[src/rtl/imem_loader_pkg.sv]
// loader_pkg : shared constants and FSM encoding for imem_loader / byte_packer.
`default_nettype none

package loader_pkg;

  localparam int WORD_W         = 32;
  localparam int BYTES_PER_WORD = 4;
  localparam int HDR_LEN        = 2;

  typedef enum logic [2:0] {
    S_LEN_LO = 3'd0,
    S_LEN_HI = 3'd1,
    S_DATA   = 3'd2,
    S_CSUM   = 3'd3,
    S_DONE   = 3'd4,
    S_ERROR  = 3'd5
  } state_t;

endpackage

`default_nettype wire

[src/rtl/imem_loader_byte_packer.sv]
// byte_packer : 2-bit byte counter + little-endian 32-bit word assembly, one-cycle word_valid pulse.
`default_nettype none

module byte_packer
  import loader_pkg::*;
(
  input  logic              clk,
  input  logic              rst,
  input  logic [7:0]        byte_data,
  input  logic              byte_valid,
  output logic              last_byte,
  output logic              word_valid,
  output logic [WORD_W-1:0] word
);

  logic [1:0]        r_cnt;
  logic [WORD_W-1:0] r_shift;

  assign last_byte = (r_cnt == 2'(BYTES_PER_WORD - 1));

  // New bytes enter at the top, so the first byte ends up in bits 7:0.
  always_ff @(posedge clk) begin
    if (rst) begin
      r_cnt      <= 2'd0;
      r_shift    <= '0;
      word_valid <= 1'b0;
      word       <= '0;
    end else begin
      word_valid <= 1'b0;
      if (byte_valid) begin
        r_cnt   <= r_cnt + 2'd1;
        r_shift <= {byte_data, r_shift[WORD_W-1:8]};
        if (last_byte) begin
          word_valid <= 1'b1;
          word       <= {byte_data, r_shift[WORD_W-1:8]};
        end
      end
    end
  end

endmodule

`default_nettype wire

[src/rtl/imem_loader.sv]
// imem_loader : byte-stream boot loader writing scpu instruction memory; holds the CPU in reset until done.
// Option: define IMEM_LOADER_CSUM_EN to require a trailing XOR checksum byte.
`default_nettype none

module imem_loader
  import loader_pkg::*;
#(
  parameter int ADDR_W = 8
) (
  input  logic              clk,
  input  logic              reset,
  input  logic [7:0]        in_data,
  input  logic              in_valid,
  output logic              in_ready,
  output logic              imem_we,
  output logic [ADDR_W-1:0] imem_addr,
  output logic [31:0]       imem_wdata,
  output logic              cpu_reset,
  output logic              done,
  output logic              error
);

`ifdef IMEM_LOADER_CSUM_EN
  localparam bit CSUM_EN = 1'b1;
`else
  localparam bit CSUM_EN = 1'b0;
`endif

  localparam logic [16:0] CAP = 17'd1 << ADDR_W;

  state_t      state;
  logic [15:0] len;
  logic [16:0] wcnt;
  logic [7:0]  csum;
  logic        accept;
  logic        last_byte;

  assign accept = in_valid && in_ready;

  byte_packer u_packer (
    .clk        (clk),
    .rst        (reset),
    .byte_data  (in_data),
    .byte_valid (accept && (state == S_DATA)),
    .last_byte  (last_byte),
    .word_valid (imem_we),
    .word       (imem_wdata)
  );

  always_ff @(posedge clk) begin
    if (reset) begin
      state     <= S_LEN_LO;
      in_ready  <= 1'b0;
      cpu_reset <= 1'b1;
      done      <= 1'b0;
      error     <= 1'b0;
      len       <= '0;
      wcnt      <= '0;
      csum      <= '0;
      imem_addr <= '0;
    end else begin
      case (state)
        S_LEN_LO: begin
          in_ready <= 1'b1;
          if (accept) begin
            len[7:0] <= in_data;
            state    <= S_LEN_HI;
          end
        end
        S_LEN_HI: begin
          if (accept) begin
            len[15:8] <= in_data;
            if ({1'b0, in_data, len[7:0]} > CAP) begin
              state    <= S_ERROR;
              error    <= 1'b1;
              in_ready <= 1'b0;
            end else if ({in_data, len[7:0]} != 16'd0) begin
              state <= S_DATA;
            end else if (CSUM_EN) begin
              state <= S_CSUM;
            end else begin
              state     <= S_DONE;
              done      <= 1'b1;
              cpu_reset <= 1'b0;
              in_ready  <= 1'b0;
            end
          end
        end
        S_DATA: begin
          if (accept) begin
            csum <= csum ^ in_data;
            if (last_byte) begin
              imem_addr <= wcnt[ADDR_W-1:0];
              wcnt      <= wcnt + 17'd1;
              if (wcnt + 17'd1 == {1'b0, len}) begin
                if (CSUM_EN) begin
                  state <= S_CSUM;
                end else begin
                  state     <= S_DONE;
                  done      <= 1'b1;
                  cpu_reset <= 1'b0;
                  in_ready  <= 1'b0;
                end
              end
            end
          end
        end
        S_CSUM: begin
          if (accept) begin
            in_ready <= 1'b0;
            if (in_data == csum) begin
              state     <= S_DONE;
              done      <= 1'b1;
              cpu_reset <= 1'b0;
            end else begin
              state <= S_ERROR;
              error <= 1'b1;
            end
          end
        end
        default: in_ready <= 1'b0;  // S_DONE / S_ERROR: terminal until reset
      endcase
    end
  end

endmodule

`default_nettype wire

[config.mk]
export PLATFORM = sky130hd
export DESIGN_NAME = imem_loader
export DESIGN_NICKNAME = d
export VERILOG_FILES = /design/src/rtl/imem_loader_pkg.sv /design/src/rtl/imem_loader_byte_packer.sv /design/src/rtl/imem_loader.sv
export SDC_FILE = /design/constraint.sdc
export NUM_CORES = 1
export LEC_CHECK = 0
export CAP_MARGIN = 15
export CORE_UTILIZATION = 59
export DETAILED_ROUTE_END_ITERATION = 8
export PLACE_DENSITY = 0.83
export REMOVE_ABC_BUFFERS = 1
export SLEW_MARGIN = 5
export SYNTH_ARGS = -nofsm -noshare
export SYNTH_HDL_FRONTEND = slang
export SYNTH_SLANG_ARGS = --single-unit
[constraint.sdc]
create_clock -name clk -period 8.3 [get_ports clk]
set_input_delay 1.66 -clock clk [delete_from_list [all_inputs] [get_ports clk]]
set_output_delay 1.66 -clock clk [all_outputs]
set_load 0.03 [all_outputs]
==> results.md <==
| Step | Parameter | This run |
|:---|:---|:---|
| drt | Detail Route Antenna Nets | 0 |
| drt | DR WL/cell | 14.7 µm |
| critical path | Max Fanout on Critical Path | 53 |
| power and ir drop | Cell area power density | 223 mW/mm² |
| layout | Syn-to-layout area delta | 21.9% |
| global route | Wire length of the first global-routing pass | 18800 µm |
| sta | Clock skew after layout | 0.00599 ns |
| critical path | Worst setup path class | in2reg |
| sta | Final Critical Period | 4.04 ns |
| clock network | Number of buffers inserted during clock tree synthesis | 17 |
| worst hold path | Class of the worst hold path | reg2reg |
| clock network | TritonCTS clock tree | built |
| clock network | Clock slew seen by the registers of the worst setup and hold paths | 0.06 ns |
| clock network | CTS H-Tree Depth | 4 |
| yosys | Proportion of synthesized chip area in sequential cells | 0.458 |
| sta | Total Neg Setup Slack | 0 ns |
| yosys | Netlist Area Pre-Place | 0.00502 mm² |
| floorplanning | I/O pins | 56 |
| floorplanning | Die area | 0.00889 mm² |
| placement | Port-buffer cells | 55 |
| yosys | Post-synth EDFFs | 0 |
| yosys | Gate count after technology mapping | 619 |
| layout | Number of fillers in the final layout | 559 |
| global route | Grt ovf | 0 |
| layout | Share of post-route cells with drive strength above 1 | 0.0751 |
| global route | Antenna violations before repair | 0 |
| drt | DRC violation count after routing | 0 |
| layout | Final #Nets | 666 |
| clock network | CTS root buffer | sky130_fd_sc_hd__clkbuf_8 |
| drt | Drt total wl | 11300 µm |
| clock network | Count of hold buffers inserted by post-cts repair | 0 |
| run | Reported max-cap violation count | 0 |
| placement | Sum of net half-perimeters after detailed placement | 7090 µm |
| critical path | Kind of end point of the critical path | register |
| drt | Starting DRC count in detailed routing | 262 |
| sta | Period utilization | 0.487 |
| clock network | Number of gates resized after CTS | 0 |
| layout | Highest-count cells in the layout ignoring fill and taps | sky130_fd_sc_hd__nand2_1 (159), sky130_fd_sc_hd__dfxtp_1 (115), sky130_fd_sc_hd__a21oi_1 (85) |
| clock network | Worst-case clock buffer depth | 2 |
| outcome | Outcome | finished clean |
| critical path | Signal arrival time at the worst endpoint | 4.48 ns |
| clock network | Post-CTS setup buffer count | 0 |
| floorplanning | Chip width | 94.3 µm |
| layout | Commonest non-fill, non-tap cell in the layout | sky130_fd_sc_hd__nand2_1 |
| yosys | Fraction of registers with async set/reset | 0 |
| floorplanning | Die Span Y | 94.3 µm |
| yosys | Area share of the largest cell type after synthesis | 0.458 |
| global route | Number of global-route vias before repair | 4067 |
| placement | Placer's final routability congestion estimate | 0.847 |
| yosys | Number of distinct library cell variants in the gate-level netlist after synthesis | 55 |
| layout | Final antenna diode count | 0 |
| sta | Max Slew Vio Count | 0 |
| yosys | #FFs+latches synth | 115 |
| yosys | Synthesized area per cell | 8.12 µm² |
| layout | Post-route core utilization | 0.745 |
| sta | Fmax | 0.248 GHz |
| sta | Setup violation total in the final timing report | 0 |
| yosys | Prevailing post-synth register cell | sky130_fd_sc_hd__dfxtp_1 |
| sta | Measured slew at the worst slew-check pin | 1.10 ns |
| floorplanning | Initial standard-cell utilization of the core | 0.612 |
| power and ir drop | Peak VDD IR | 0.000163 V |
| sta | Unrepaired setup endpoints after global routing | false |
| floorplanning | Core ar. | 0.00822 mm² |
| clock network | Clock Sink Count | 115 |
| drt | Vias after detailed routing | 4461 |
| global route | Pin count of the biggest net entering global routing | 116 |
| sta | Hold Violations, Final | 0 |
| critical path | Startpoint types | input pin |
| yosys | Count of synthesis-stage warnings from yosys | 0 |
| sta | Worst rel slew slack | 0.266 |
| critical path | Required time of the critical path | 8.74 ns |
| drt | Number of detailed-route iterations in the first pass | 5 |
| clock network | Clock latency on the worst-skew pair | 0.53 ns |
| floorplanning | # rows | 33 |
| power and ir drop | Leakage power summed over all cells | 2.16 nW |
| yosys | Most area-consuming cells after synthesis | sky130_fd_sc_hd__dfxtp_1 (46%), sky130_fd_sc_hd__nand2_1 (12%), sky130_fd_sc_hd__a21oi_1 (8.5%), sky130_fd_sc_hd__xor2_1 (5.6%), sky130_fd_sc_hd__nor2_1 (3.5%) |
| yosys | Synth area leader | sky130_fd_sc_hd__dfxtp_1 |
| global route | GRT Total Usage | 0.273 |
| drt | Via density per instance | 5.79 |
sequential cells by signal, summed over array words and instances (netlist names), 2 cells and up:
name,count
u_packer.word,32
u_packer.r_shift,24
imem_addr,8
csum,8
len,16
wcnt,17
state,3
u_packer.r_cnt,2
critical path, cell delays in order:
cell and delay (ns):
sky130_fd_sc_hd__clkdlybuf4s50_1 0.53, sky130_fd_sc_hd__and3_1 0.18, sky130_fd_sc_hd__buf_4 0.29, sky130_fd_sc_hd__and2_2 0.86
sky130_fd_sc_hd__nand2_1 0.18, sky130_fd_sc_hd__or2_1 0.32, sky130_fd_sc_hd__or3_1 0.31, sky130_fd_sc_hd__a21oi_1 0.15
routing by layer:
metal | share of wire | global-route usage
met4 | 0.023 | 0.129
met3 | 0.058 | 0.0599
met1 | 0.42 | 0.325
met5 | 0 | 0
met2 | 0.49 | 0.463
final timing paths:
kind | startpoint | end | slack, ns | depth (start not counted)
worst max-delay path | in_valid | wcnt[15] | 4.26 | 8
worst min-delay path | imem_addr[5] | imem_addr[5] | 0.45 | 2
worst max register to register | state[1] | wcnt[15] | 4.98 | 8
worst min register to register | imem_addr[5] | imem_addr[5] | 0.45 | 2
power by group:
| group | switching [mW] | internal, mW |
|---|---|---|
| combinational | 0.0414 | 0.0235 |
| clock | 0.288 | 0.444 |
| sequential | 0.00967 | 0.560 |
Yosys cell counts (2+ instances only):
library cell	n
sky130_fd_sc_hd__nand4_1	8
sky130_fd_sc_hd__nand3_1	19
sky130_fd_sc_hd__xor2_1	32
sky130_fd_sc_hd__nand4_2	2
sky130_fd_sc_hd__ha_1	2
sky130_fd_sc_hd__dfxtp_1	115
sky130_fd_sc_hd__or2_2	2
sky130_fd_sc_hd__o31ai_1	2
sky130_fd_sc_hd__xnor2_1	14
sky130_fd_sc_hd__and3_1	2
sky130_fd_sc_hd__nand2_1	159
sky130_fd_sc_hd__clkbuf_1	26
sky130_fd_sc_hd__inv_1	5
sky130_fd_sc_hd__nor4_1	8
sky130_fd_sc_hd__a211oi_1	3
sky130_fd_sc_hd__o21ai_0	8
sky130_fd_sc_hd__and2_1	4
sky130_fd_sc_hd__o31a_1	2
sky130_fd_sc_hd__buf_4	6
sky130_fd_sc_hd__buf_2	8
sky130_fd_sc_hd__or3_1	6
sky130_fd_sc_hd__a21oi_1	85
sky130_fd_sc_hd__mux2i_1	10
sky130_fd_sc_hd__o221ai_1	2
sky130_fd_sc_hd__o2111ai_1	3
sky130_fd_sc_hd__buf_1	2
sky130_fd_sc_hd__nor2_1	47
sky130_fd_sc_hd__a21boi_0	2
sky130_fd_sc_hd__nor3_2	2
sky130_fd_sc_hd__nor3_1	5
sky130_fd_sc_hd__a31oi_1	3
sky130_fd_sc_hd__o311ai_0	2
cell families after synthesis:
family / count (synthesis) / synth area share
compound gates: 120 / 0.137
xor+xnor: 46 / 0.0802
fa+ha+maj: 2 / 0.00498
buf+inv: 47 / 0.0416
flops: 115 / 0.458
mux: 10 / 0.0199
simple gates: 279 / 0.258
stage by stage:
stage,area (µm²),instances,total power [mW],hold slack (ns),worst slack (ns)
after floorplan,4830,577,0.615,0.426,4.03
after global placement,5530,739,0.643,0.443,3.81
after detailed placement,5530,739,0.644,0.448,3.74
after CTS,6120,771,1.37,0.456,4.28
after global routing,6120,771,1.40,0.472,4.03
final,6120,771,1.37,0.453,4.26
layout make-up:
class | count | area (µm²) | share of cell area
sequential | 115 | 2300 | 0.376
timing repair buffer | 57 | 563 | 0.0919
clock inverter | 14 | 165 | 0.0270
clock buffer | 18 | 428 | 0.0699
inverter | 5 | 18.8 | 0.00306
multi-input combinational | 457 | 2510 | 0.411
tap | 105 | 131 | 0.0215
Note: power is estimated with default switching activity, not from simulation.
